### src/rtl/toysram_pkg.sv
// Shared constants, FSM state codes and the parity helper for the toysram 2R1W register file.
package toysram_pkg;

  localparam int unsigned DEF_WIDTH = 12;
  localparam int unsigned DEF_DEPTH = 16;
  localparam int unsigned MAX_WIDTH = 64;

  localparam logic [0:0] ST_INIT = 1'b0;
  localparam logic [0:0] ST_RUN  = 1'b1;

  // Even parity of a row; narrower rows are zero-extended, which leaves parity unchanged.
  function automatic logic even_parity(input logic [MAX_WIDTH-1:0] d);
    return ^d;
  endfunction

endpackage

### src/rtl/toysram_rd_port.sv
// One read port: range check, write-first bypass, registered data/valid (and parity check).
// Parity check logic exists only when TOYSRAM_PARITY_EN is defined.
module toysram_rd_port
  import toysram_pkg::*;
#(
  parameter int unsigned WIDTH = DEF_WIDTH,
  parameter int unsigned DEPTH = DEF_DEPTH,
  localparam int unsigned AW   = $clog2(DEPTH)
) (
  input  logic             clk,
  input  logic             rst,
  input  logic             run,
  input  logic             rd_en,
  input  logic [AW-1:0]    rd_addr,
  input  logic [WIDTH-1:0] row_data,
`ifdef TOYSRAM_PARITY_EN
  input  logic             row_par,
  output logic             par_err,
`endif
  input  logic             wr_en,
  input  logic [AW-1:0]    wr_addr,
  input  logic [WIDTH-1:0] wr_data,
  output logic [WIDTH-1:0] rd_data,
  output logic             rd_valid
);

  localparam logic [AW:0] DEPTH_W = (AW+1)'(DEPTH);

  logic             in_range_c;
  logic             hit_c;
  logic             take_c;
  logic [WIDTH-1:0] data_nxt_c;
`ifdef TOYSRAM_PARITY_EN
  logic             par_nxt_c;
`endif

  // Select the next read value: zero when out of range, write data on a same-row collision.
  always_comb begin
    in_range_c = ({1'b0, rd_addr} < DEPTH_W);
    hit_c      = wr_en && (wr_addr == rd_addr);
    take_c     = run && rd_en;
    data_nxt_c = '0;
    if (in_range_c) begin
      data_nxt_c = hit_c ? wr_data : row_data;
    end
`ifdef TOYSRAM_PARITY_EN
    par_nxt_c = in_range_c && !hit_c &&
                (even_parity(MAX_WIDTH'(row_data)) != row_par);
`endif
  end

  // Output registers; data holds when no read is accepted.
  always_ff @(posedge clk) begin
    if (rst) begin
      rd_data  <= '0;
      rd_valid <= 1'b0;
`ifdef TOYSRAM_PARITY_EN
      par_err  <= 1'b0;
`endif
    end else begin
      rd_valid <= take_c;
      if (take_c) begin
        rd_data <= data_nxt_c;
      end
`ifdef TOYSRAM_PARITY_EN
      par_err  <= take_c && par_nxt_c;
`endif
    end
  end

endmodule

### src/rtl/toysram_rf_2r1w.sv
// Parametrised 2-read/1-write register-file subarray with post-reset init sweep.
// Optional per-row even parity is enabled by defining TOYSRAM_PARITY_EN.
module toysram_rf_2r1w
  import toysram_pkg::*;
#(
  parameter int unsigned      WIDTH    = DEF_WIDTH,
  parameter int unsigned      DEPTH    = DEF_DEPTH,
  parameter logic [WIDTH-1:0] INIT_VAL = '0,
  localparam int unsigned     AW       = $clog2(DEPTH)
) (
  input  logic             clk,
  input  logic             rst,
  input  logic             rd0_en,
  input  logic [AW-1:0]    rd0_addr,
  output logic [WIDTH-1:0] rd0_data,
  output logic             rd0_valid,
  input  logic             rd1_en,
  input  logic [AW-1:0]    rd1_addr,
  output logic [WIDTH-1:0] rd1_data,
  output logic             rd1_valid,
  input  logic             wr_en,
  input  logic [AW-1:0]    wr_addr,
  input  logic [WIDTH-1:0] wr_data,
  output logic             init_busy
`ifdef TOYSRAM_PARITY_EN
  ,
  output logic             par_err0,
  output logic             par_err1
`endif
);

  localparam logic [AW:0]   DEPTH_W  = (AW+1)'(DEPTH);
  localparam logic [AW-1:0] LAST_ROW = AW'(DEPTH - 1);

  logic [0:0]       state;
  logic [0:0]       state_nxt;
  logic [AW-1:0]    init_ptr;
  logic [AW-1:0]    init_ptr_nxt;
  logic             busy_nxt;
  logic             init_we_c;
  logic             run_c;
  logic             wr_ok_c;
  logic [WIDTH-1:0] row0_c;
  logic [WIDTH-1:0] row1_c;

  logic [WIDTH-1:0] mem [DEPTH];
`ifdef TOYSRAM_PARITY_EN
  logic [DEPTH-1:0] mem_par;
  logic             par0_c;
  logic             par1_c;
`endif

  // FSM state, sweep pointer and busy flag.
  always_ff @(posedge clk) begin
    if (rst) begin
      state     <= ST_INIT;
      init_ptr  <= '0;
      init_busy <= 1'b1;
    end else begin
      state     <= state_nxt;
      init_ptr  <= init_ptr_nxt;
      init_busy <= busy_nxt;
    end
  end

  // Next state: sweep every row once, then run until the next reset.
  always_comb begin
    state_nxt    = state;
    init_ptr_nxt = init_ptr;
    busy_nxt     = init_busy;
    init_we_c    = 1'b0;
    case (state)
      ST_INIT: begin
        init_we_c    = 1'b1;
        init_ptr_nxt = init_ptr + AW'(1);
        if (init_ptr == LAST_ROW) begin
          state_nxt    = ST_RUN;
          init_ptr_nxt = '0;
          busy_nxt     = 1'b0;
        end
      end
      ST_RUN: begin
        busy_nxt = 1'b0;
      end
      default: begin
        state_nxt = ST_INIT;
      end
    endcase
  end

  // Accepted writes and row fetches for both read ports.
  always_comb begin
    run_c   = (state == ST_RUN);
    wr_ok_c = wr_en && run_c && ({1'b0, wr_addr} < DEPTH_W);
    row0_c  = mem[rd0_addr];
    row1_c  = mem[rd1_addr];
`ifdef TOYSRAM_PARITY_EN
    par0_c  = mem_par[rd0_addr];
    par1_c  = mem_par[rd1_addr];
`endif
  end

  // Array storage: init sweep has the write port while busy; contents are never reset.
  always_ff @(posedge clk) begin
    if (!rst) begin
      if (init_we_c) begin
        mem[init_ptr]     <= INIT_VAL;
`ifdef TOYSRAM_PARITY_EN
        mem_par[init_ptr] <= even_parity(MAX_WIDTH'(INIT_VAL));
`endif
      end else if (wr_ok_c) begin
        mem[wr_addr]      <= wr_data;
`ifdef TOYSRAM_PARITY_EN
        mem_par[wr_addr]  <= even_parity(MAX_WIDTH'(wr_data));
`endif
      end
    end
  end

  toysram_rd_port #(.WIDTH(WIDTH), .DEPTH(DEPTH)) u_rd0 (
    .clk      (clk),
    .rst      (rst),
    .run      (run_c),
    .rd_en    (rd0_en),
    .rd_addr  (rd0_addr),
    .row_data (row0_c),
`ifdef TOYSRAM_PARITY_EN
    .row_par  (par0_c),
    .par_err  (par_err0),
`endif
    .wr_en    (wr_ok_c),
    .wr_addr  (wr_addr),
    .wr_data  (wr_data),
    .rd_data  (rd0_data),
    .rd_valid (rd0_valid)
  );

  toysram_rd_port #(.WIDTH(WIDTH), .DEPTH(DEPTH)) u_rd1 (
    .clk      (clk),
    .rst      (rst),
    .run      (run_c),
    .rd_en    (rd1_en),
    .rd_addr  (rd1_addr),
    .row_data (row1_c),
`ifdef TOYSRAM_PARITY_EN
    .row_par  (par1_c),
    .par_err  (par_err1),
`endif
    .wr_en    (wr_ok_c),
    .wr_addr  (wr_addr),
    .wr_data  (wr_data),
    .rd_data  (rd1_data),
    .rd_valid (rd1_valid)
  );

endmodule

### config.mk
export PLATFORM = sky130hd
export DESIGN_NAME = toysram_rf_2r1w
export DESIGN_NICKNAME = d
export VERILOG_FILES = /design/src/rtl/toysram_pkg.sv /design/src/rtl/toysram_rd_port.sv /design/src/rtl/toysram_rf_2r1w.sv
export SDC_FILE = /design/constraint.sdc
export NUM_CORES = 1
export LEC_CHECK = 0
export BUFFER_PORTS_ARGS = -buffer_cell sky130_fd_sc_hd__clkbuf_2
export CORE_ASPECT_RATIO = 1.2
export CORE_MARGIN = 8
export CORE_UTILIZATION = 30
export DETAILED_ROUTE_END_ITERATION = 8
export GPL_TIMING_DRIVEN = 0
export PLACE_DENSITY = 0.58
export SLEW_MARGIN = 10
export SYNTH_ARGS = -nofsm -noshare
export SYNTH_HDL_FRONTEND = slang
export SYNTH_HIERARCHICAL = 1
export SYNTH_SLANG_ARGS = --single-unit
### constraint.sdc
create_clock -name clk -period 2.85 [get_ports clk]
set_clock_uncertainty 0.15 [all_clocks]
set_input_delay 0.1425 -clock clk [delete_from_list [all_inputs] [get_ports clk]]
set_output_delay 0.1425 -clock clk [all_outputs]
set_load 0.005 [all_outputs]
* Word level (Yosys, flattened, before mapping)
Memory sizes are Yosys's and may differ from the RTL's. A register that Yosys moved wholly into a read port is not among the register bits.
Cells that the tools add are included.
** Cells by class
- $add $sub $neg :: 1
- $mul :: 0
- Div/mod/pow operators :: 0
- Magnitude comparators :: 0
- Eq/ne operators :: 2
- Shift-type cells :: 0
- Mux-type cells :: 15
- Bitwise gates (word level) :: 1
- Reduce and logical (&&, ||, !) cells :: 4
** Operators with widths (number)
- 2-to-1 mux 12 bit :: 1
- OR reduction 12 bit :: 1
- 2-to-1 mux 1 bit :: 11
- 2-to-1 mux 4 bit :: 2
- adder 4 x 1 -> 4 bit, second input constant :: 1
- == test 4 bit, second input constant :: 1
- logical AND 1 bit :: 3
- != test 2 bit, second input constant :: 1
- case mux 1 bit (2 select lines) :: 1
- inverter 1 bit :: 1
** Word-level totals
- Bits in registers :: 8
- Latch bits :: 0
- Memory bits (writable) :: 192
- Memory bits (read-only) :: 0
- Input port bits :: 29
- Output and inout bits :: 27
- Word-level logic and storage cells :: 29
- Memories :: 1
** Memory list
- mem :: depth 16, width 12, rd ports 2, clocked after memory_dff 2, write ports 1, RTL line toysram_rf_2r1w.sv:46 : logic [WIDTH-1:0] mem [DEPTH];

* Longest topological paths before layout
Gate-level depths: netlist of the first run.
- Word-level depth :: 7
- Gate-level depth with buffers :: 7
- Depth with buffers taken out :: 5

* Cells and area by module
Netlist of the first run, hierarchy kept.
** Modules (own cells, without submodules)
- toysram_rf_2r1w :: times used 1, cells each 462, area an instance 9148.8 um2, sequential area each 5885.6 um2
- toysram_rd_port :: times used 2, cells each 82, area an instance 701.9 um2, sequential area each 260.2 um2

* Least setup slack after synthesis of the first run
No wires, ideal clock.
- Path type :: reg2reg
- Start :: register state (netlist: run_c)
- End :: memory mem[0][0] (netlist name) (enable)
- Arrival time :: 2409 ps
- Data required time :: 2288 ps
- Slack :: -122 ps
- Stages on the path, launching flop included :: 6
- Path buffers :: 2
- Clock period less this slack :: 2972 ps
- Path through :: dfxtp_1 > buf_6 > and3b_1 > buf_6 > mux2_4 > nor4_1
** On the way
- Word-level cells in the longest chain between the ends :: 7
- Elaborated cells on any way between the ends :: 11
** RTL lines
- from (decl) :: RTL line toysram_rf_2r1w.sv:35 : logic [0:0] state;
- from (signal assigned) :: RTL line toysram_rf_2r1w.sv:60 : state <= state_nxt;
- logical AND 1 bit :: RTL line toysram_rf_2r1w.sv:94 : wr_ok_c = wr_en && run_c && ({1'b0, wr_addr} < DEPTH_W);
- 2-to-1 mux 1 bit :: RTL line toysram_rf_2r1w.sv:111 : end else if (wr_ok_c) begin
- 2-to-1 mux 1 bit :: RTL line toysram_rf_2r1w.sv:106 : if (init_we_c) begin
- 2-to-1 mux 1 bit :: RTL line toysram_rf_2r1w.sv:105 : if (!rst) begin
- 2-to-1 mux 1 bit (not written as such) :: RTL line toysram_rf_2r1w.sv:112 : mem[wr_addr] <= wr_data;
- OR reduction 12 bit (no line)
- 2-to-1 mux 4 bit (no line) or 2-to-1 mux 1 bit (tied branches)
- to (decl) :: RTL line toysram_rf_2r1w.sv:46
Several ways; a longest one is shown, not always the timed one.

==> results of run 1 <==
-- per-layer routing --
layer  GRT usage [%]  share of wire, %  vias to the layer above
li1                -                 -                     2891
met1           15.34                36                     3372
met2           25.28                51                      253
met3           2.313               5.2                       85
met4           10.75               7.5                        0
met5               0                 0                        -
-- critical path: stages --
cell	delay, ns
clkbuf_2	0.13
clkbuf_1	0.68
buf_2	0.44
mux4_2	0.37
a22oi_1	0.25
nand2_1	0.16
o21ai_0	0.11
a311oi_1	0.10
dlygate4sd3_1	0.58
-- Yosys cell counts (8+ instances only) --
cell	count	share of area, %
edfxtp_1	192	55
mux4_2	96	20
a22oi_1	48	3.4
dfxtp_1	32	6.1
nor2_1	31	1.1
nand2_1	24	0.85
a311oi_1	23	1.9
nand3_1	22	1.0
clkbuf_1	21	0.75
nor4_1	16	0.95
o21ai_0	16	0.76
and2_1	15	0.89
buf_2	12	0.57
nand2b_1	10	0.59
buf_6	9	0.96
nor2b_1	8	0.47
o21ai_1	8	0.38
-- worst paths after layout --
path	start	slack, ns	cells past startpoint	to
worst min-delay path	rd1_en	0.03	5	u_rd1/rd_data[9]
worst max-delay path	rd1_addr[1]	0.12	9	u_rd1/rd_data[7]
worst min register to register	init_busy	0.31	1	init_busy
worst max register to register	run_c	0.19	7	mem[4][5]
-- layout make-up --
cell class | instances | area [um^2] | area share, %
inverter | 2 | 7.507 | 0.05885
clock inverter | 10 | 128.9 | 1.010
clock buffer | 29 | 598.1 | 4.688
sequential | 224 | 6406 | 50.22
buffer | 48 | 295.3 | 2.315
multi-input combinational | 352 | 4025 | 31.55
timing repair buffer | 102 | 718.2 | 5.630
tap | 462 | 578.1 | 4.531
-- power breakdown --
part | internal [mW] | switching [mW]
Clock | 1.75 | 1.22
Sequential | 3.55 | 0.0180
Combinational | 0.227 | 0.333
Total | 5.53 | 1.57
-- cell families (layout without fill, tap and decap cells) --
kind of cell / count (synthesis) / count (layout)
compound gates: 107 / 107
fa+ha+maj: 1 / 1
flops: 224 / 224
simple gates: 137 / 137
xor+xnor: 3 / 3
mux: 104 / 104
buf+inv: 50 / 191
-- through the flow --
step	area, um^2	util [%]
2_1_floorplan	10590	-
3_3_place_gp	11440	32.87
3_5_place_dp	11800	33.88
4_1_cts	12730	36.57
5_1_grt	12760	36.64
6_report	12760	36.64
-- repair_timing --
action                                  CTS  global route
endpoints found under the hold margin    32             0
endpoints found under the setup margin    0            64
gates resized for setup                   0             4
hold buffers                             21             0
-- registers in the layout, summed over array words and instances (netlist names) --
register,cells
mem,192
u_rd0/rd_valid,1
u_rd1/rd_data,12
u_rd0/rd_data,12
run_c,1
init_ptr,4
init_busy,1
u_rd1/rd_valid,1
==> results.sh, run 1 <==
export IMPL_max_clock_path_buffers=3
export IMPL_worstSkewPairLatency_ns=0.51
export IMPL_path_max_fanout=10
export IMPL_synth_cells=626
export IMPL_fillers=3240
export IMPL_fin_setup_tns_ns=0
export IMPL_area_growth_pct=20.89
export IMPL_ys_types=39
export IMPL_fin_total_pwr_mw=7.096
export IMPL_detailedPlacementHpwl_mm=22.14
export IMPL_num_vias=6601
export IMPL_maxSlewViolCount=0
export IMPL_syn_area_um2=10550
export IMPL_n_antenna_cell=0
export IMPL_synth_xor_area_share_pct=0.3913
export IMPL_finalSetupViolations=0
export IMPL_wirelength_mm=29.84
export IMPL_drc=0
export IMPL_postCtsSetupRepairBufs=0
export IMPL_cts_sinks=224
export IMPL_rows=75
export IMPL_critical_path_arrival_ns=2.98
export IMPL_root_buffer="clkbuf_16"
export IMPL_grt_pass1_wl_mm=45.24
export IMPL_wl_per_cell_um=24.28
export IMPL_whs_ns=0.03055
export IMPL_yosys_warnings=6
export IMPL_maxCapViolations=0
export IMPL_num_io_pins=56
export IMPL_syn_area_per_cell_um2=16.86
export IMPL_p_per_area_nw_per_um2=556.3
export IMPL_status="complete, no violations"
export IMPL_drt_iter0_markers=400
export IMPL_synth_edf_count=192
export IMPL_grt_pass1_vias=7147
export IMPL_place_inst=1169
export IMPL_p_leak_nw=4.442
export IMPL_dr_pass1_iters=4
export IMPL_hold_class="in -> reg"
export IMPL_async_flop_share_pct=0
export IMPL_rsz0062_at_grt="false"
export IMPL_clkTransAtPathRegs_ns=0.06
export IMPL_hold_viol=0
export IMPL_syn_nets=656
export IMPL_cp_start_kind="input port"
export IMPL_synth_main_ff_cell="edfxtp_1"
export IMPL_seq_area_frac_synth_pct=60.71
export IMPL_min_period_ns=2.731
export IMPL_grt_overflow_total=0
export IMPL_synthAdderAreaFrac_pct=0.1186
export IMPL_die_area_um2=41460
export IMPL_post_place_ws_ns=-0.08254
export IMPL_die_w_um=187.2
export IMPL_max_slew_margin_rel_pct=41.31
export IMPL_grtUsageTotal_pct=14.37
export IMPL_gp_congestion=0.8526
export IMPL_drive_above_1_share_pct=35.33
export IMPL_synth_compound_gate_area_share_pct=7.731
export IMPL_ant_nets=0
export IMPL_dieHeight_um=221.5
export IMPL_timing_final_ws_setup_ns=0.1194
export IMPL_final_nets=782
export IMPL_synth_mux_area_share_pct=21.39
export IMPL_htree_levels=1
export IMPL_vdd_drop_max_uv=323.3
export IMPL_port_buffers=55
export IMPL_crit_type="in -> reg"
export IMPL_core_area_um2=34810
export IMPL_synthSimpleGateAreaFrac_pct=6.794
export IMPL_antenna_found_initial=0
export IMPL_start_util_pct=30.31
export IMPL_viasPerCell=5.371
export IMPL_fmax_mhz=366.2
export IMPL_worst_slew_pin_slew_ns=0.8633
export IMPL_endpoint_kind="flip-flop"
export IMPL_cts_buffers=22
export IMPL_grt_max_degree=17
export IMPL_required_ns=3.10
export IMPL_synth_top_family_by_area="multiplexers"
export IMPL_ys_seq_elements=224
export IMPL_fin_crit_sh_pct=95.81
export IMPL_instances_no_fill=1229
export IMPL_mostFrequentLayoutCell="edfxtp_1"
export IMPL_layout_common_cells="192 x edfxtp_1, 96 x mux4_2, 57 x clkbuf_2"
export IMPL_cts_tree="yes"
Note: power is estimated with default switching activity, not from simulation.
==> inputs of run 2 (changes only) <==
- SYNTH_HIERARCHICAL: 1 -> not set
==> run 2 against run 1 <==
Effect of this change:
- critical path depth is 1 lower
- clock power is 2% higher
- fmax is 1.3% higher
- non-clock buffer count is 35 lower
- design area is 4.4% lower
- count of clock-buffer cells in the layout is 1 lower
- first-iteration DRC count is 94% higher
- largest power group unchanged
- synthesized area is 1.6% lower
- synthesized cell count is 1.8% lower
==> results.sh, run 2 <==
export IMPL_num_io_pins=56
export IMPL_synthTopCellsByArea="edfxtp_1 56%, mux4_2 21%, dfxtp_1 6.2%"
export IMPL_mostFrequentLayoutCell="edfxtp_1"
export IMPL_drt_iter0_markers=775
export IMPL_drive_above_1_share_pct=31.48
export IMPL_critPathBufInv=2
export IMPL_synth_main_ff_cell="edfxtp_1"
export IMPL_min_from="rst"
export IMPL_min_period_ns=2.696
export IMPL_final_area_um2=12200
export IMPL_num_vias=6374
export IMPL_crit_type="reg -> reg"
export IMPL_maxSlewViolCount=0
export IMPL_finalSetupViolations=0
export IMPL_synthMostInstantiatedCell="edfxtp_1"
export IMPL_yosys_warnings=0
export IMPL_cp_common_cell="buf_6"
export IMPL_synth_xor_area_share_pct=0.9276
export IMPL_grt_pass1_wl_mm=44.65
export IMPL_post_dp_cell_area_um2=11330
export IMPL_grt_pass1_vias=6381
export IMPL_hold_class="in -> reg"
export IMPL_syn_area_um2=10390
export IMPL_wirelength_mm=31.60
export IMPL_seq_area_um2=6406
export IMPL_area_growth_pct=17.48
export IMPL_p_per_area_nw_per_um2=583.8
export IMPL_fin_setup_tns_ns=0
export IMPL_viasPerCell=5.415
export IMPL_worst_slew_pin_slew_ns=1.148
export IMPL_yosysTopAreaCellShare_pct=55.51
export IMPL_multi_input_area_um2=3804
export IMPL_die_area_um2=40860
export IMPL_status="complete, no violations"
export IMPL_cp_cell_sequence="and3b_1 -> buf_6 -> mux2i_2 -> xnor2_1 -> nor4_4 -> buf_6 -> nand2_1 -> a311oi_1"
export IMPL_syn_area_per_cell_um2=16.89
export IMPL_maxCapViolations=0
export IMPL_cts_sinks=224
export IMPL_r2r_cells=8
export IMPL_worstSkewPairLatency_ns=0.52
export IMPL_reg_top3="mem: 192 flops, u_rd0.rd_data: 12 flops, u_rd1.rd_data: 12 flops"
export IMPL_synth_edf_count=192
export IMPL_worstReg2RegEnd="u_rd1.rd_data[3]"
export IMPL_hold_path_depth=3
export IMPL_die_w_um=185.9
export IMPL_ys_seq_elements=224
export IMPL_drc=0
export IMPL_async_flop_share_pct=0
export IMPL_p_clk_share_pct=42.4
export IMPL_critical_path_arrival_ns=2.97
export IMPL_final_nets=735
export IMPL_layout_common_cells="192 x edfxtp_1, 96 x mux4_2, 53 x clkbuf_2"
export IMPL_top_register="mem"
export IMPL_grt_overflow_total=0
export IMPL_power_frac_comb_pct=7.6
export IMPL_detailedPlacementHpwl_mm=21.36
export IMPL_antenna_found_initial=0
export IMPL_n_antenna_cell=0
export IMPL_cp_start_kind="flip-flop"
export IMPL_port_buffers=52
export IMPL_fillers=3249
export IMPL_synth_top_family_by_area="multiplexers"
export IMPL_fmax_mhz=370.9
export IMPL_synthSimpleGateAreaFrac_pct=5.325
export IMPL_cts_tree="yes"
export IMPL_ys_types=33
export IMPL_rsz0062_at_grt="false"
export IMPL_root_buffer="clkbuf_16"
export IMPL_fin_crit_sh_pct=94.60
export IMPL_p_leak_nw=4.108
export IMPL_p_sw_mw=1.605
export IMPL_path_delay_family="simple AND/OR/NAND/NOR gates"
export IMPL_swShare_pct=22.53
export IMPL_synth_top_cell_by_area="edfxtp_1"
export IMPL_dr_pass1_iters=6
export IMPL_whs_ns=0.07176
export IMPL_critPathMaxStageDelay_ns=0.57
export IMPL_synthAdderAreaFrac_pct=0.1205
export IMPL_synth_cells=615
export IMPL_pwr_share_seq_pct=50.0
export IMPL_hold_viol=0
export IMPL_gp_congestion=0.8177
export IMPL_critPathSlowestCell="nor4_4"
export IMPL_synth_compound_gate_area_share_pct=7.975
export IMPL_intPower_mw=5.518
export IMPL_grtUsageTotal_pct=15.31
export IMPL_regToRegSetupSlack_ns=0.15
export IMPL_seq_area_frac_synth_pct=61.68
export IMPL_path_max_fanout=10
export IMPL_dieHeight_um=219.8
export IMPL_vdd_drop_max_uv=337.9
export IMPL_holdPathEnd="init_ptr[0]"
export IMPL_wl_per_cell_um=26.85
export IMPL_core_area_um2=34070
export IMPL_grt_max_degree=19
export IMPL_rows=74
export IMPL_synth_mux_area_share_pct=21.58
export IMPL_regToRegStartpoint="run_c"
export IMPL_htree_levels=1
export IMPL_start_util_pct=30.48
export IMPL_max_slew_margin_rel_pct=23.43
export IMPL_largest_reg_flops=192
export IMPL_cts_buffers=23
export IMPL_syn_nets=645
export IMPL_ant_nets=0
export IMPL_max_clock_path_buffers=3
export IMPL_required_ns=3.12
export IMPL_synthTopCellsByCount="192 x edfxtp_1, 96 x mux4_2, 49 x nor2_1"
export IMPL_endpoint_kind="flip-flop"
export IMPL_clkTransAtPathRegs_ns=0.06
run 2: cell types whose count changed in the layout (fill, tap and decap cells not counted), moves of 7 or more:
| cell | previous run | this run |
|---|---|---|
| buf_6 | 17 | 9 |
| o21ai_1 | 8 | 0 |
| buf_4 | 19 | 1 |
| dlygate4sd3_1 | 21 | 4 |
| a21o_1 | 1 | 25 |
| nand3_1 | 22 | 1 |
| o21ai_0 | 16 | 1 |
| nor2_2 | 0 | 10 |
| nor4_2 | 9 | 0 |
| clkbuf_1 | 27 | 34 |
run 2: worst min-delay path, cell delays in order:
cell,delay (ns)
buf_4,0.15
clkbuf_1,0.26
nor2_1,0.15
run 2: power groups by stage:
stage	registers (mW)	logic (mW)	clock network (mW)
2_1_floorplan	3.63	0.333	0
3_3_place_gp	3.63	0.513	0
3_5_place_dp	3.63	0.529	0
4_1_cts	3.56	0.535	3.03
5_1_grt	3.56	0.563	3.16
6_report	3.56	0.540	3.02
run 2: how the worst max path moves through the flow:
stage | start | endpoint | cells past startpoint
final | run_c | u_rd1.rd_data[3] | 8
after global routing | run_c | mem[12][10] | 5
after CTS | run_c | mem[8][10] | 6
after detailed placement | rd0_addr[1] | u_rd0.rd_data[2] | 7
after global placement | run_c | mem[1][9] | 6
after floorplan | run_c | mem[11][0] | 6
run 2: final cells by class:
cell class | instances | share of cell area [%]
clock buffers | 28 | 4.871
well taps | 456 | 4.676
flip-flops and latches | 224 | 52.50
plain buffers | 50 | 1.969
repair buffers | 65 | 3.569
clock inverters | 13 | 1.148
inverters | 3 | 0.09229
multi-input cells | 338 | 31.17
run 2: repair_timing:
action / 4_1_cts / 5_1_grt
pin swaps: 0 / 5
buffers inserted: 0 / 3
endpoints found under the hold margin: 2 / 0
hold buffers: 4 / 0
resized for setup: 3 / 7
endpoints found under the setup margin: 60 / 64
run 2: cell families (layout without fill, tap and decap cells):
kind of cell	count (synthesis)	in the layout
flip-flops	224	224
AND/OR/NAND/NOR	114	114
AO/OA/AOI/OAI	109	109
multiplexers	103	103
buffers and inverters	53	159
XOR/XNOR	11	11
adder cells (fa/ha/maj)	1	1
run 2: metrics by stage:
| stage | power (mW) | utilization [%] | setup slack, ns | std cells |
|---|---|---|---|---|
| 6_report | 7.123 | 35.81 | 0.1540 | 1177 |
| 5_1_grt | 7.285 | 35.81 | 0.03037 | 1177 |
| 4_1_cts | 7.132 | 35.58 | -0.07284 | 1174 |
| 3_5_place_dp | 4.162 | 33.26 | -0.2501 | 1129 |
| 3_3_place_gp | 4.145 | 32.92 | -0.3985 | 1123 |
| 2_1_floorplan | 3.960 | - | 0.4291 | 615 |
run 2: metal layers:
metal	share of wire [%]	global-route usage, %	up-vias
li1	-	-	2718
met1	39	18.94	3270
met2	49	25.63	320
met3	7.5	2.801	66
met4	4.7	7.154	0
met5	0	0	-
